## src/rtl/vehicle_detector_pkg.sv

```systemverilog
// Shared definitions for the side-road vehicle detector and the traffic light controller.
package vehicle_detector_pkg;

    typedef enum logic [1:0] {
        RED    = 2'b00,
        YELLOW = 2'b01,
        GREEN  = 2'b10
    } lamp_e;

    typedef enum logic [1:0] {
        S_IDLE    = 2'b00,
        S_REQUEST = 2'b01,
        S_SERVING = 2'b10,
        S_FAULT   = 2'b11
    } state_e;

    localparam logic TRUE  = 1'b1;
    localparam logic FALSE = 1'b0;

    localparam logic [3:0] CAR_COUNT_MAX = 4'd15;

    // The unused encoding 2'b11 is read as RED so a glitched lamp bus never grants service.
    function automatic lamp_e lamp_decode(input logic [1:0] ew);
        case (ew)
            2'b01:   return YELLOW;
            2'b10:   return GREEN;
            default: return RED;
        endcase
    endfunction

endpackage

```

## src/rtl/vehicle_detector_sync_debounce.sv

```systemverilog
// Two-flop synchronizer followed by a consecutive-sample debouncer with a registered rise pulse.
module sync_debounce #(
    parameter int DEBOUNCE_CYCLES = 4
) (
    input  logic clk,
    input  logic clear_n,
    input  logic raw,
    output logic level,
    output logic rise
);

    localparam int              CNT_W    = (DEBOUNCE_CYCLES > 1) ? $clog2(DEBOUNCE_CYCLES) : 1;
    localparam logic [CNT_W-1:0] CNT_LAST = CNT_W'(DEBOUNCE_CYCLES - 1);

    logic             r_sync1;
    logic             r_sync2;
    logic             r_level;
    logic             r_rise;
    logic [CNT_W-1:0] r_cnt;
    logic             w_differs;
    logic             w_accept;

    assign w_differs = (r_sync2 != r_level);
    assign w_accept  = w_differs && (r_cnt == CNT_LAST);

    always_ff @(posedge clk or negedge clear_n) begin
        if (!clear_n) begin
            r_sync1 <= 1'b0;
            r_sync2 <= 1'b0;
            r_level <= 1'b0;
            r_rise  <= 1'b0;
            r_cnt   <= '0;
        end else begin
            r_sync1 <= raw;
            r_sync2 <= r_sync1;
            // A single matching sample throws away the run collected so far.
            if (!w_differs || w_accept) begin
                r_cnt <= '0;
            end else begin
                r_cnt <= r_cnt + 1'b1;
            end
            if (w_accept) begin
                r_level <= r_sync2;
            end
            r_rise <= w_accept && r_sync2;
        end
    end

    assign level = r_level;
    assign rise  = r_rise;

endmodule

```

## src/rtl/vehicle_detector.sv

```systemverilog
// Side-road vehicle detector: debounced loop sensor, request FSM, queue counter and stuck-sensor guard.
//   state     | meaning
//   S_IDLE    | no request pending, x low
//   S_REQUEST | request latched, x high until side road turns green
//   S_SERVING | side road green, x follows debounced presence
//   S_FAULT   | presence held too long, x and fault high until sensor clears
module vehicle_detector
    import vehicle_detector_pkg::*;
#(
    parameter int DEBOUNCE_CYCLES = 4,
    parameter int STUCK_LIMIT     = 64
) (
    input  logic       clk,
    input  logic       clear_n,
    input  logic       sensor_raw,
    input  logic [1:0] EW,
    output logic       x,
    output logic [3:0] car_count,
    output logic       fault
);

    localparam int               STUCK_W   = $clog2(STUCK_LIMIT + 1);
    localparam logic [STUCK_W-1:0] STUCK_MAX = STUCK_W'(STUCK_LIMIT);

    logic               w_level;
    logic               w_rise;
    logic               w_green;
    logic               w_stuck_hit;
    logic               w_x_next;
    state_e             r_state;
    state_e             w_next;
    logic               r_x;
    logic               r_fault;
    logic [3:0]         r_car_count;
    logic [STUCK_W-1:0] r_stuck;

    sync_debounce #(
        .DEBOUNCE_CYCLES(DEBOUNCE_CYCLES)
    ) u_sync_debounce (
        .clk    (clk),
        .clear_n(clear_n),
        .raw    (sensor_raw),
        .level  (w_level),
        .rise   (w_rise)
    );

    assign w_green     = (lamp_decode(EW) == GREEN);
    assign w_stuck_hit = (r_stuck == STUCK_MAX) && (r_state != S_FAULT);

    always_comb begin
        w_next   = r_state;
        w_x_next = FALSE;
        case (r_state)
            S_IDLE:    if (w_rise)   w_next = S_REQUEST;
            S_REQUEST: if (w_green)  w_next = S_SERVING;
            S_SERVING: if (!w_green) w_next = w_level ? S_REQUEST : S_IDLE;
            S_FAULT:   if (!w_level) w_next = S_IDLE;
            default:                 w_next = S_IDLE;
        endcase
        if (w_stuck_hit) begin
            w_next = S_FAULT;
        end
        case (w_next)
            S_REQUEST: w_x_next = TRUE;
            S_SERVING: w_x_next = w_level;
            S_FAULT:   w_x_next = TRUE;
            default:   w_x_next = FALSE;
        endcase
    end

    always_ff @(posedge clk or negedge clear_n) begin
        if (!clear_n) begin
            r_state <= S_IDLE;
            r_x     <= FALSE;
            r_fault <= FALSE;
        end else begin
            r_state <= w_next;
            r_x     <= w_x_next;
            r_fault <= (w_next == S_FAULT);
        end
    end

    always_ff @(posedge clk or negedge clear_n) begin
        if (!clear_n) begin
            r_car_count <= '0;
            r_stuck     <= '0;
        end else begin
            // Entering SERVING empties the queue even if a new arrival lands on the same edge.
            if ((w_next == S_SERVING) && (r_state != S_SERVING)) begin
                r_car_count <= '0;
            end else if (w_rise && (r_car_count != CAR_COUNT_MAX)) begin
                r_car_count <= r_car_count + 1'b1;
            end
            if (!w_level) begin
                r_stuck <= '0;
            end else if (r_stuck != STUCK_MAX) begin
                r_stuck <= r_stuck + 1'b1;
            end
        end
    end

    assign x         = r_x;
    assign fault     = r_fault;
    assign car_count = r_car_count;

endmodule

```

## config.mk

```make
export PLATFORM = sky130hd
export DESIGN_NAME = vehicle_detector
export DESIGN_NICKNAME = d
export VERILOG_FILES = /design/src/rtl/vehicle_detector_pkg.sv /design/src/rtl/vehicle_detector_sync_debounce.sv /design/src/rtl/vehicle_detector.sv
export SDC_FILE = /design/constraint.sdc
export NUM_CORES = 1
export LEC_CHECK = 0
export ABC_AREA = 1
export CORE_ASPECT_RATIO = 1.25
export CORE_MARGIN = 4
export CORE_UTILIZATION = 54
export CTS_CLUSTER_DIAMETER = 200
export CTS_CLUSTER_SIZE = 40
export DETAILED_ROUTE_END_ITERATION = 6
export GPL_TIMING_DRIVEN = 0
export PLACE_DENSITY = 0.77
export SLEW_MARGIN = 5
export SYNTH_ARGS = -nofsm -noshare
export SYNTH_HDL_FRONTEND = slang
export SYNTH_SLANG_ARGS = --single-unit
```

## constraint.sdc

```tcl
create_clock -name clk -period 1.8 [get_ports clk]
set_clock_uncertainty 0.2 [all_clocks]
set_input_delay 0.36 -clock clk [delete_from_list [all_inputs] [get_ports clk]]
set_output_delay 0.36 -clock clk [all_outputs]
set_load 0.01 [all_outputs]
```

Word-level counts from Yosys, hierarchy flattened. Cells that the tools add are included.

Word-level logic and storage cells: 54. Bits of input ports: 5. Flip-flop bits (word level): 21. Output and inout port bits: 6.

Equality and inequality tests: 17. Mux-type cells: 14. Add/subtract/negate cells: 3. Reduce and logical (&&, ||, !) cells: 10.

Operator list (count): $eq 2x2->1 const B (7); $mux 7 (2); $mux 2 (6); $mux 4 (2); $pmux 2 s4 (1); $add 7x1->7 const B (1); $eq 7x7->1 const B (1); $ne 7x7->1 const B (1); $eq 2x1->1 const B (3); $ne 2x2->1 const B (3); $logic_and 1x1->1 (5); $add 4x1->4 const B (1); $ne 4x4->1 const B (1); $pmux 2 s2 (1); $add 2x1->2 const B (1); $logic_not 2->1 (1); $pmux 1 s2 (1); $reduce_bool 2->1 (1); $reduce_or 2->1 (1); $logic_not 1->1 (1); $logic_or 1x1->1 (1); $mux 1 (1); $ne 1x1->1 (1).

Longest topological paths before layout. Gate-level depths: netlist of run 1.

Depth after elaboration: 9. Mapped depth: 8.

By module. From an unflattened synthesis of run 1, not the netlist that was laid out.

Cells, all modules: 117. Area total of the unflattened synthesis: 1014.7 um^2.

Modules (own cells, without submodules): vehicle_detector (instances 1, seq. area each 375.4 um^2, area an instance 808.3 um^2, cells an instance 99); sync_debounce (instances 1, seq. area each 150.1 um^2, area an instance 206.4 um^2, cells an instance 18).

Worst setup path before layout of run 1. Ideal clock, no wire load.

Path type: register to register. Start point: register r_car_count[0] (netlist: car_count[0]). End point: register r_car_count[3] (netlist: car_count[3]). Path buffers: 0. Cell stages (with the launch flop): 9. Required time: 1.523 ns. Library setup time: 0.077 ns. Path slack: 0.366 ns. Arrival time: 1.156 ns. Clock period less this slack: 1.434 ns. Cell sequence: dfrtp_1 > ha_1 > nand3_1 > nand2_1 > inv_1 > nand2_1 > nand2_1 > nand2_1 > a21oi_1.

Word-level cells in the longest chain between the ends: 3. Elaborated cells on any way between the ends: 6. Those cells by class: add/sub: 1; eq/ne: 1; mux: 2; reduce/logical: 2.

RTL lines: start, declared (RTL line vehicle_detector.sv:34) `logic [3:0] r_car_count;`; start signal, assigned (RTL line vehicle_detector.sv:92) `r_car_count <= r_car_count + 1'b1;`; $add 4x1->4 or $ne 4x4->1 (tied branches) (RTL line vehicle_detector.sv:92, vehicle_detector.sv:91); $mux 4 or $logic_and 1x1->1 (tied branches) (RTL line vehicle_detector.sv:91) `end else if (w_rise && (r_car_count != CAR_COUNT_MAX)) begin`; $mux 4 or $reduce_bool 2->1 (tied branches).

Parallel ways exist; a longest one is shown, timed or not. The select of a mux whose other input is x is not followed. A chain may end at the register's enable or synchronous reset.

Final worst setup path of run 1.
Start point: register r_car_count[2] (netlist: car_count[2]). End point: output car_count[2].

RTL lines: end, declared (RTL line vehicle_detector.sv:18) `output logic [3:0] car_count,`.

No word-level cell between the ends.

==> results.sh, run 1 <==
export IMPL_place_inst=149
export IMPL_postPlaceCellArea_mm2=0.00116
export IMPL_maxSlewViolCount=0
export IMPL_worstPathBufferInverterCount=1
export IMPL_cp_arrival_ns=1.18
export IMPL_cts_sinks=21
export IMPL_critPathKind="flip-flop to output pin"
export IMPL_final_nets=148
export IMPL_async_reset_ff_frac=1.00
export IMPL_crit_fanout=2
export IMPL_finalSetupViolCount=0
export IMPL_slowest_delay_ns=0.53
export IMPL_vias=806
export IMPL_slew_headroom=0.424
export IMPL_numPortBuffers=10
export IMPL_yosysUniqueCellTypes=21
export IMPL_ys_top_cells_by_count="nand2_1 (24), dfrtp_1 (21), inv_1 (20)"
export IMPL_dieHeight_um=56.9
export IMPL_cts_max_path_buffers=2
export IMPL_via_per_inst=5.13
export IMPL_hold_viol=0
export IMPL_syn_area_mm2=0.00103
export IMPL_nFillCells=153
export IMPL_antenna_found_initial=0
export IMPL_rsz0062_at_grt="no"
export IMPL_synth_top_area_share=0.508
export IMPL_place_congestion=0.752
export IMPL_ir_drop_uv=669
export IMPL_fin_tns_setup_ns=0
export IMPL_initial_core_util=0.579
export IMPL_cp_data_required_time_ns=1.24
export IMPL_hold_buffers=0
export IMPL_worstHoldPathType="flip-flop to flip-flop"
export IMPL_insertion_delay_ns=0.30
export IMPL_antenna_cells=0
export IMPL_track_usage=0.162
export IMPL_route_detailed_drc=0
export IMPL_io_pins=11
export IMPL_crit_chain="clkdlybuf4s50_1"
export IMPL_finalInstanceArea_mm2=0.00122
export IMPL_outcome="completed"
export IMPL_tightestPinTransition_ns=0.862
export IMPL_die_area_mm2=0.00268
export IMPL_startpoint_type="flip-flop"
export IMPL_p_leak_nw=0.692
export IMPL_grt_pass1_wl_um=3180
export IMPL_utilization=0.684
export IMPL_synth_warnings=0
export IMPL_maxCapViolCount=0
export IMPL_finalNonFillerCells=157
export IMPL_h_tree_depth=1
export IMPL_hpwl_um=1270
export IMPL_synth_edf_count=0
export IMPL_critPathCaptureType="output pin"
export IMPL_crit_slowest_cell="clkdlybuf4s50_1"
export IMPL_die_x_um=47.2
export IMPL_drtIter0Drc=5
export IMPL_ys_seq_elements=21
export IMPL_wl_per_cell_um=10.8
export IMPL_multi_input_area_um2=423
export IMPL_final_antenna_net_count=0
export IMPL_syn_to_final_growth_pct=18.1
export IMPL_fp_row_count=17
export IMPL_cts_buffers=3
export IMPL_yosysSeqAreaShare=0.508
export IMPL_core_area_mm2=0.00179
export IMPL_syn_nets=129
export IMPL_fmax_ghz=0.574
export IMPL_fin_crit_sh=0.968
export IMPL_period_needed_ns=1.74
export IMPL_cts_tree="yes"
export IMPL_clk_pin_slew_ns=0.11
export IMPL_cts_root_buf="clkbuf_4"
export IMPL_powerDensity_mw_per_mm2=1210
export IMPL_crit_family="buffers and inverters"
export IMPL_layout_drive_gt1_share=0.138
export IMPL_grt_pass1_vias=798
export IMPL_first_pass_iters=4
export IMPL_grt_max_degree=22
export IMPL_ys_top_cells_by_area="dfrtp_1 (51%), nand2_1 (8.7%), inv_1 (7.3%)"
export IMPL_synthFlopType="dfrtp_1"
export IMPL_overflow=0
export IMPL_regArea_um2=526
export IMPL_syn_inst=120
export IMPL_synth_most_common_cell="nand2_1"
export IMPL_syn_area_per_cell_um2=8.62
export IMPL_yosysTopAreaCell="dfrtp_1"
export IMPL_routed_wl_um=1690
[final cells by class]
type,count,share of cell area
Timing Repair Buffer,14,0.113
Sequential cell,21,0.430
Clock buffer,4,0.0215
Inverter,23,0.0706
Multi-Input combinational cell,76,0.346
Tap cell,19,0.0194
[state kept, by name, indices dropped and copies added (netlist names)]
register,cells
u_sync_debounce.r_cnt,2
fault,1
r_stuck,7
u_sync_debounce.rise,1
x,1
u_sync_debounce.level,1
car_count,4
u_sync_debounce.r_sync2,1
r_state,2
u_sync_debounce.r_sync1,1
[cells in the final DEF (no fill, tap or decap)]
| cell type | instances |
|---|---|
| nand2_1 | 24 |
| dfrtp_1 | 21 |
| inv_1 | 19 |
| nor2_1 | 11 |
| nand3_1 | 10 |
| a21oi_1 | 7 |
| clkdlybuf4s50_1 | 7 |
| inv_2 | 4 |
| ha_1 | 4 |
| buf_4 | 4 |
| nor2_2 | 3 |
| o21ai_0 | 3 |
| xor2_1 | 3 |
| clkbuf_4 | 3 |
| dlymetal6s2s_1 | 3 |
| nor2_4 | 2 |
| nand3_4 | 1 |
| nand3_2 | 1 |
| o21ai_1 | 1 |
| nor3_1 | 1 |
| o22ai_1 | 1 |
| a21oi_2 | 1 |
| and3_1 | 1 |
| o211ai_1 | 1 |
| o31ai_1 | 1 |
| clkbuf_1 | 1 |
[final timing paths]
kind | depth (start not counted) | from | slack (ns) | end
min in group asynchronous | 1 | clear_n | 0.34 | r_stuck[2]
max | 1 | car_count[2] | 0.06 | car_count[2]
max reg2reg | 9 | car_count[0] | 0.17 | car_count[3]
min | 0 | u_sync_debounce.r_sync1 | 0.16 | u_sync_debounce.r_sync2
min reg2reg | 0 | u_sync_debounce.r_sync1 | 0.16 | u_sync_debounce.r_sync2
max in group asynchronous | 1 | clear_n | 0.53 | r_state[1]
[report_power, final]
| group | internal, W | switching (W) | total, W |
|---|---|---|---|
| clock network | 0.0000863 | 0.000130 | 0.000216 |
| registers | 0.000587 | 0.0000878 | 0.000675 |
| logic | 0.000271 | 0.000319 | 0.000590 |
| total | 0.000944 | 0.000537 | 0.00148 |
[logic make-up after synthesis]
logic type                 Yosys count  synth area share
AOI/OAI and AO/OA                   15            0.0822
adders and majority gates            4            0.0484
and+or+nand+nor                     54             0.253
buffers and inverters               23            0.0834
xor gates and xnor gates             3            0.0254
DFF                                 21             0.508
[metrics by stage]
| step | setup WS, ns | total power (W) | hold slack, ns |
|---|---|---|---|
| after floorplan | 0.366 | 0.00102 | -0.136 |
| after global placement | 0.0824 | 0.00119 | 0.134 |
| after detailed placement | 0.0410 | 0.00122 | 0.140 |
| after CTS | 0.0214 | 0.00150 | 0.165 |
| after global routing | 0.00295 | 0.00162 | 0.169 |
| final | 0.0578 | 0.00148 | 0.161 |
[routing by layer]
| metal | wire [µm] | vias up | global-route usage | part of all wire |
|---|---|---|---|---|
| met5 | 0 | - | 0 | 0 |
| met4 | 26 | 0 | 0.0593 | 0.015 |
| met3 | 73 | 4 | 0.0284 | 0.043 |
| met2 | 948 | 12 | 0.291 | 0.56 |
| met1 | 642 | 376 | 0.180 | 0.38 |
| li1 | - | 414 | - | - |
[timing repair]
item / CTS / global route
endpoints found under the setup margin: 4 / 6
resized for setup: 0 / 4
buffers inserted: 4 / 0
Note: power is estimated with default switching activity, not from simulation.
==> run 2: changes to the inputs <==
--- a/config.mk
+++ b/config.mk
@@ -14,7 +14,7 @@
 export DETAILED_ROUTE_END_ITERATION = 6
 export GPL_TIMING_DRIVEN = 0
 export PLACE_DENSITY = 0.77
-export SLEW_MARGIN = 5
+export SLEW_MARGIN = 25
 export SYNTH_ARGS = -nofsm -noshare
 export SYNTH_HDL_FRONTEND = slang
 export SYNTH_SLANG_ARGS = --single-unit
==> constraint.sdc (replaced) <==
create_clock -name clk -period 1.7 [get_ports clk]
set_clock_uncertainty 0.2 [all_clocks]
set_input_delay 0.34 -clock clk [delete_from_list [all_inputs] [get_ports clk]]
set_output_delay 0.34 -clock clk [all_outputs]
set_load 0.01 [all_outputs]
==> results.sh, run 2 (synthesis gave the netlist of run 1 again) <==
export IMPL_outcome="completed"
export IMPL_wl_per_cell_um=10.8
export IMPL_place_inst=149
export IMPL_initial_core_util=0.579
export IMPL_ir_drop_uv=707
export IMPL_cts_root_buf="clkbuf_4"
export IMPL_finalSetupViolCount=0
export IMPL_cts_max_path_buffers=2
export IMPL_p_total_w=0.00156
export IMPL_maxCapViolCount=0
export IMPL_globalRouteMet1Util=0.180
export IMPL_grt_max_degree=22
export IMPL_busiest_layer="met2"
export IMPL_overflow=0
export IMPL_insertion_delay_ns=0.30
export IMPL_regMostFlops="r_stuck"
export IMPL_numPortBuffers=10
export IMPL_antenna_found_initial=0
export IMPL_final_common_cell="nand2_1"
export IMPL_final_cell_mix="nand2_1 (23), dfrtp_1 (21), inv_1 (19), nor2_1 (11), nand3_1 (10)"
export IMPL_route_detailed_drc=0
export IMPL_critPathKind="flip-flop to output pin"
export IMPL_crit_fanout=2
export IMPL_cp_data_required_time_ns=1.16
export IMPL_track_usage=0.162
export IMPL_antenna_cells=0
export IMPL_fin_crit_sh=0.959
export IMPL_hpwl_um=1270
export IMPL_utilization=0.685
export IMPL_maxSlewViolCount=0
export IMPL_p_leak_nw=0.690
export IMPL_grt_pass1_wl_um=3180
export IMPL_cts_sinks=21
export IMPL_gr_usage_met3=0.0284
export IMPL_worstHoldPathType="flip-flop to flip-flop"
export IMPL_via_per_inst=5.14
export IMPL_met2_usage=0.291
export IMPL_rsz0062_at_grt="no"
export IMPL_routed_wl_um=1710
export IMPL_period_needed_ns=1.63
export IMPL_hold_buffers=0
export IMPL_final_nets=149
export IMPL_io_pins=11
export IMPL_powerDensity_mw_per_mm2=1280
export IMPL_grt_pass1_vias=798
export IMPL_place_congestion=0.752
export IMPL_first_pass_iters=4
export IMPL_hold_viol=0
export IMPL_syn_to_final_growth_pct=18.3
export IMPL_layout_drive_gt1_share=0.158
export IMPL_dieHeight_um=56.9
export IMPL_tightestPinTransition_ns=0.861
export IMPL_startpoint_type="flip-flop"
export IMPL_fin_tns_setup_ns=0
export IMPL_core_area_mm2=0.00179
export IMPL_drtIter0Drc=6
export IMPL_critPathCaptureType="output pin"
export IMPL_cts_tree="yes"
export IMPL_vias=812
export IMPL_finalInstanceArea_mm2=0.00122
export IMPL_postPlaceCellArea_mm2=0.00116
export IMPL_die_area_mm2=0.00268
export IMPL_clk_pin_slew_ns=0.11
export IMPL_largest_reg_flops=7
export IMPL_die_x_um=47.2
export IMPL_finalNonFillerCells=158
export IMPL_fp_row_count=17
export IMPL_cts_buffers=3
export IMPL_slew_headroom=0.424
export IMPL_fmax_ghz=0.613
export IMPL_final_antenna_net_count=0
export IMPL_h_tree_depth=1
export IMPL_cp_arrival_ns=1.09
-- run 2: cell count changes in the layout (fill, tap and decap cells not counted), sizes merged --
cell and change:
buf +1, clkdlybuf4s50 -3, dlygate4sd2 +5, dlymetal6s2s -2
-- run 2: final cells by class --
cell class | count | area, µm²
Fill cell | 156 | 563
Sequential cell | 21 | 526
Multi-Input combinational cell | 76 | 428
Timing Repair Buffer | 15 | 134
Inverter | 23 | 86.3
Clock buffer | 4 | 26.3
Tap cell | 19 | 23.8
-- run 2: path summary, 6_finish.rpt --
path                                         startpoint                 endpoint  slack [ns]  cells after the start
worst min register to register  u_sync_debounce.r_sync1  u_sync_debounce.r_sync2        0.16                      0
worst max-delay path                       car_count[0]             car_count[0]        0.07                      2
worst max register to register             car_count[0]             car_count[3]        0.16                      9
worst min-delay path            u_sync_debounce.r_sync1  u_sync_debounce.r_sync2        0.16                      0
max in group asynchronous                       clear_n               r_state[1]        0.45                      1
min in group asynchronous                       clear_n               r_stuck[2]        0.32                      1
-- run 2: repair_timing --
item                       CTS  global route
cloned                       0             0
gates resized for setup      5             4
setup endpoints to repair    5             4
buffers inserted             4             1
-- run 2: stage by stage --
stage | hold slack [ns] | setup WS (ns)
final | 0.161 | 0.0696
after CTS | 0.165 | 0.00136
after detailed placement | 0.140 | -0.0390
after floorplan | -0.156 | 0.266
after global placement | 0.134 | 0.00243
after global routing | 0.169 | 0.0240
-- run 2: worst max-delay path, cell delays in order (launching register included) --
cell and delay (ns):
dfrtp_1 0.39, buf_4 0.13, dlygate4sd2_1 0.27
-- run 2: report_power, final --
group	internal, W	switching, W
Combinational	0.000276	0.000344
Clock	0.0000913	0.000137
Sequential	0.000621	0.0000917
Total	0.000989	0.000573
-- run 2: routing by layer --
layer  vias to the layer above  share of wire
li1                        416              -
met1                       381           0.38
met2                        13           0.56
met3                         2          0.042
met4                         0         0.0094
met5                         -              0
==> run 3: changes to the inputs <==
--- a/config.mk
+++ b/config.mk
@@ -6,14 +6,16 @@
 export NUM_CORES = 1
 export LEC_CHECK = 0
 export ABC_AREA = 1
+export CELL_PAD_IN_SITES_DETAIL_PLACEMENT = 1
+export CELL_PAD_IN_SITES_GLOBAL_PLACEMENT = 1
 export CORE_ASPECT_RATIO = 1.25
-export CORE_MARGIN = 4
-export CORE_UTILIZATION = 54
+export CORE_MARGIN = 8
+export CORE_UTILIZATION = 41
 export CTS_CLUSTER_DIAMETER = 200
 export CTS_CLUSTER_SIZE = 40
 export DETAILED_ROUTE_END_ITERATION = 6
 export GPL_TIMING_DRIVEN = 0
-export PLACE_DENSITY = 0.77
+export PLACE_DENSITY_LB_ADDON = 0.1
 export SLEW_MARGIN = 25
 export SYNTH_ARGS = -nofsm -noshare
 export SYNTH_HDL_FRONTEND = slang
==> results.sh, run 3 (synthesis gave the netlist of run 1 again) <==
export IMPL_h_tree_depth=1
export IMPL_final_antenna_net_count=0
export IMPL_cts_max_path_buffers=2
export IMPL_nFillCells=322
export IMPL_first_pass_iters=3
export IMPL_initial_core_util=0.426
export IMPL_fp_row_count=20
export IMPL_final_cell_mix="nand2_1 (23), dfrtp_1 (21), inv_1 (19), nor2_1 (11), nand3_1 (10)"
export IMPL_cp_data_required_time_ns=1.73
export IMPL_startpoint_type="flip-flop"
export IMPL_overflow=0
export IMPL_route_met3_wl_um=69
export IMPL_cts_buffers=3
export IMPL_worstHoldPathType="flip-flop to flip-flop"
export IMPL_via_per_inst=4.82
export IMPL_place_inst=163
export IMPL_maxSlewViolCount=0
export IMPL_finalSetupViolCount=0
export IMPL_met1_length_um=884
export IMPL_wl_met2_um=1180
export IMPL_period_needed_ns=1.59
export IMPL_final_common_cell="nand2_1"
export IMPL_routed_wl_um=2190
export IMPL_utilization=0.506
export IMPL_clk_pin_slew_ns=0.12
export IMPL_crit_fanout=5
export IMPL_drtIter0Drc=31
export IMPL_critPathKind="flip-flop to flip-flop"
export IMPL_grt_pass1_wl_um=3880
export IMPL_timing_rr_end="car_count[3]"
export IMPL_io_pins=11
export IMPL_hold_ws_ns=0.160
export IMPL_finalNonFillerCells=171
export IMPL_grt_pass1_vias=938
export IMPL_combPwrFrac=0.385
export IMPL_fmax_ghz=0.628
export IMPL_holdPathEnd="u_sync_debounce.r_sync2"
export IMPL_numPortBuffers=10
export IMPL_regMostFlops="r_stuck"
export IMPL_final_nets=148
export IMPL_outcome="completed"
export IMPL_fin_crit_sh=0.937
export IMPL_insertion_delay_ns=0.30
export IMPL_r2r_start="car_count[1]"
export IMPL_p_total_w=0.00156
export IMPL_postPlaceCellArea_mm2=0.00118
export IMPL_die_area_mm2=0.00440
export IMPL_p_int_w=0.000958
export IMPL_antenna_cells=0
export IMPL_grt_max_degree=22
export IMPL_layout_drive_gt1_share=0.152
export IMPL_maxCapViolCount=0
export IMPL_worstPathBufferInverterCount=2
export IMPL_die_x_um=60.9
export IMPL_cts_tree="yes"
export IMPL_r2r_worst_path_cells=9
export IMPL_antenna_found_initial=0
export IMPL_cp_arrival_ns=1.62
export IMPL_p_clk_frac=0.151
export IMPL_core_area_mm2=0.00243
export IMPL_p_leak_nw=0.675
export IMPL_hold_viol=0
export IMPL_syn_to_final_growth_pct=18.7
export IMPL_hold_depth=0
export IMPL_route_detailed_drc=0
export IMPL_vias=825
export IMPL_power_frac_seq=0.463
export IMPL_sw_frac_of_total=0.386
export IMPL_tightestPinTransition_ns=0.460
export IMPL_reg2reg_slack_ns=0.11
export IMPL_dieHeight_um=72.2
export IMPL_track_usage=0.116
export IMPL_hold_start="u_sync_debounce.r_sync1"
export IMPL_crit_family="flip-flops"
export IMPL_top_layer_used="met4"
export IMPL_wl_per_cell_um=12.8
export IMPL_largest_reg_flops=7
export IMPL_crit_chain="buf_4, ha_1, nand3_1, nand2_2, inv_4, nand2_1, nand2_1, nand2_1, a21oi_1"
export IMPL_crit_slowest_cell="dfrtp_1"
export IMPL_slowest_delay_ns=0.40
export IMPL_slew_headroom=0.694
export IMPL_net_switching_power_w=0.000603
export IMPL_place_congestion=0.681
export IMPL_cts_root_buf="clkbuf_4"
export IMPL_powerDensity_mw_per_mm2=1270
export IMPL_ir_drop_uv=768
export IMPL_crit_top_cell="nand2_1"
export IMPL_cts_sinks=21
export IMPL_hpwl_um=1770
export IMPL_finalInstanceArea_mm2=0.00123
export IMPL_critPathCaptureType="flip-flop"
run 3: repair_timing:
| action | 4_1_cts | 5_1_grt |
|---|---|---|
| setup buffers | 3 | 0 |
| endpoints found under the hold margin | 0 | 21 |
| setup endpoints to repair | 6 | 3 |
| hold buffers | 0 | 1 |
| resized for setup | 6 | 3 |
run 3: worst max-delay path by stage:
stage	start	to	slack [ns]	cells after the start
after floorplan	car_count[0]	car_count[3]	0.27	8
after global placement	EW[1]	car_count[0]	-0.03	6
after detailed placement	EW[1]	car_count[3]	-0.08	6
after CTS	car_count[1]	car_count[3]	0.004	9
after global routing	car_count[1]	car_count[3]	-0.001	9
final	car_count[1]	car_count[3]	0.11	9
run 3: area by class of cell:
| type | instances | area [µm²] | share of cell area |
|---|---|---|---|
| clock inverter | 1 | 5.00 | 0.00407 |
| inverter | 23 | 88.8 | 0.0723 |
| clock buffer | 3 | 22.5 | 0.0183 |
| sequential | 21 | 526 | 0.428 |
| multi-input combinational | 76 | 425 | 0.346 |
| timing repair buffer | 14 | 120 | 0.0978 |
| tap | 33 | 41.3 | 0.0336 |
run 3: per-layer routing:
metal,GRT usage,vias up
met4,0.0571,0
li1,-,412
met3,0.0230,6
met5,0,-
met1,0.114,394
met2,0.218,13
run 3: metrics by stage:
step                      TNS (ns)  setup slack (ns)
after floorplan                  0             0.266
after global placement      -0.132           -0.0347
after detailed placement    -0.746           -0.0754
after CTS                        0           0.00401
after global routing      -0.00257          -0.00129
final                            0             0.108
run 3: power groups by stage:
stage	logic, W	registers (W)	clock network [W]
after global routing	0.000693	0.000746	0.000257
after CTS	0.000611	0.000725	0.000254
after global placement	0.000536	0.000750	0
after floorplan	0.000330	0.000750	0
final	0.000602	0.000723	0.000236
after detailed placement	0.000576	0.000759	0
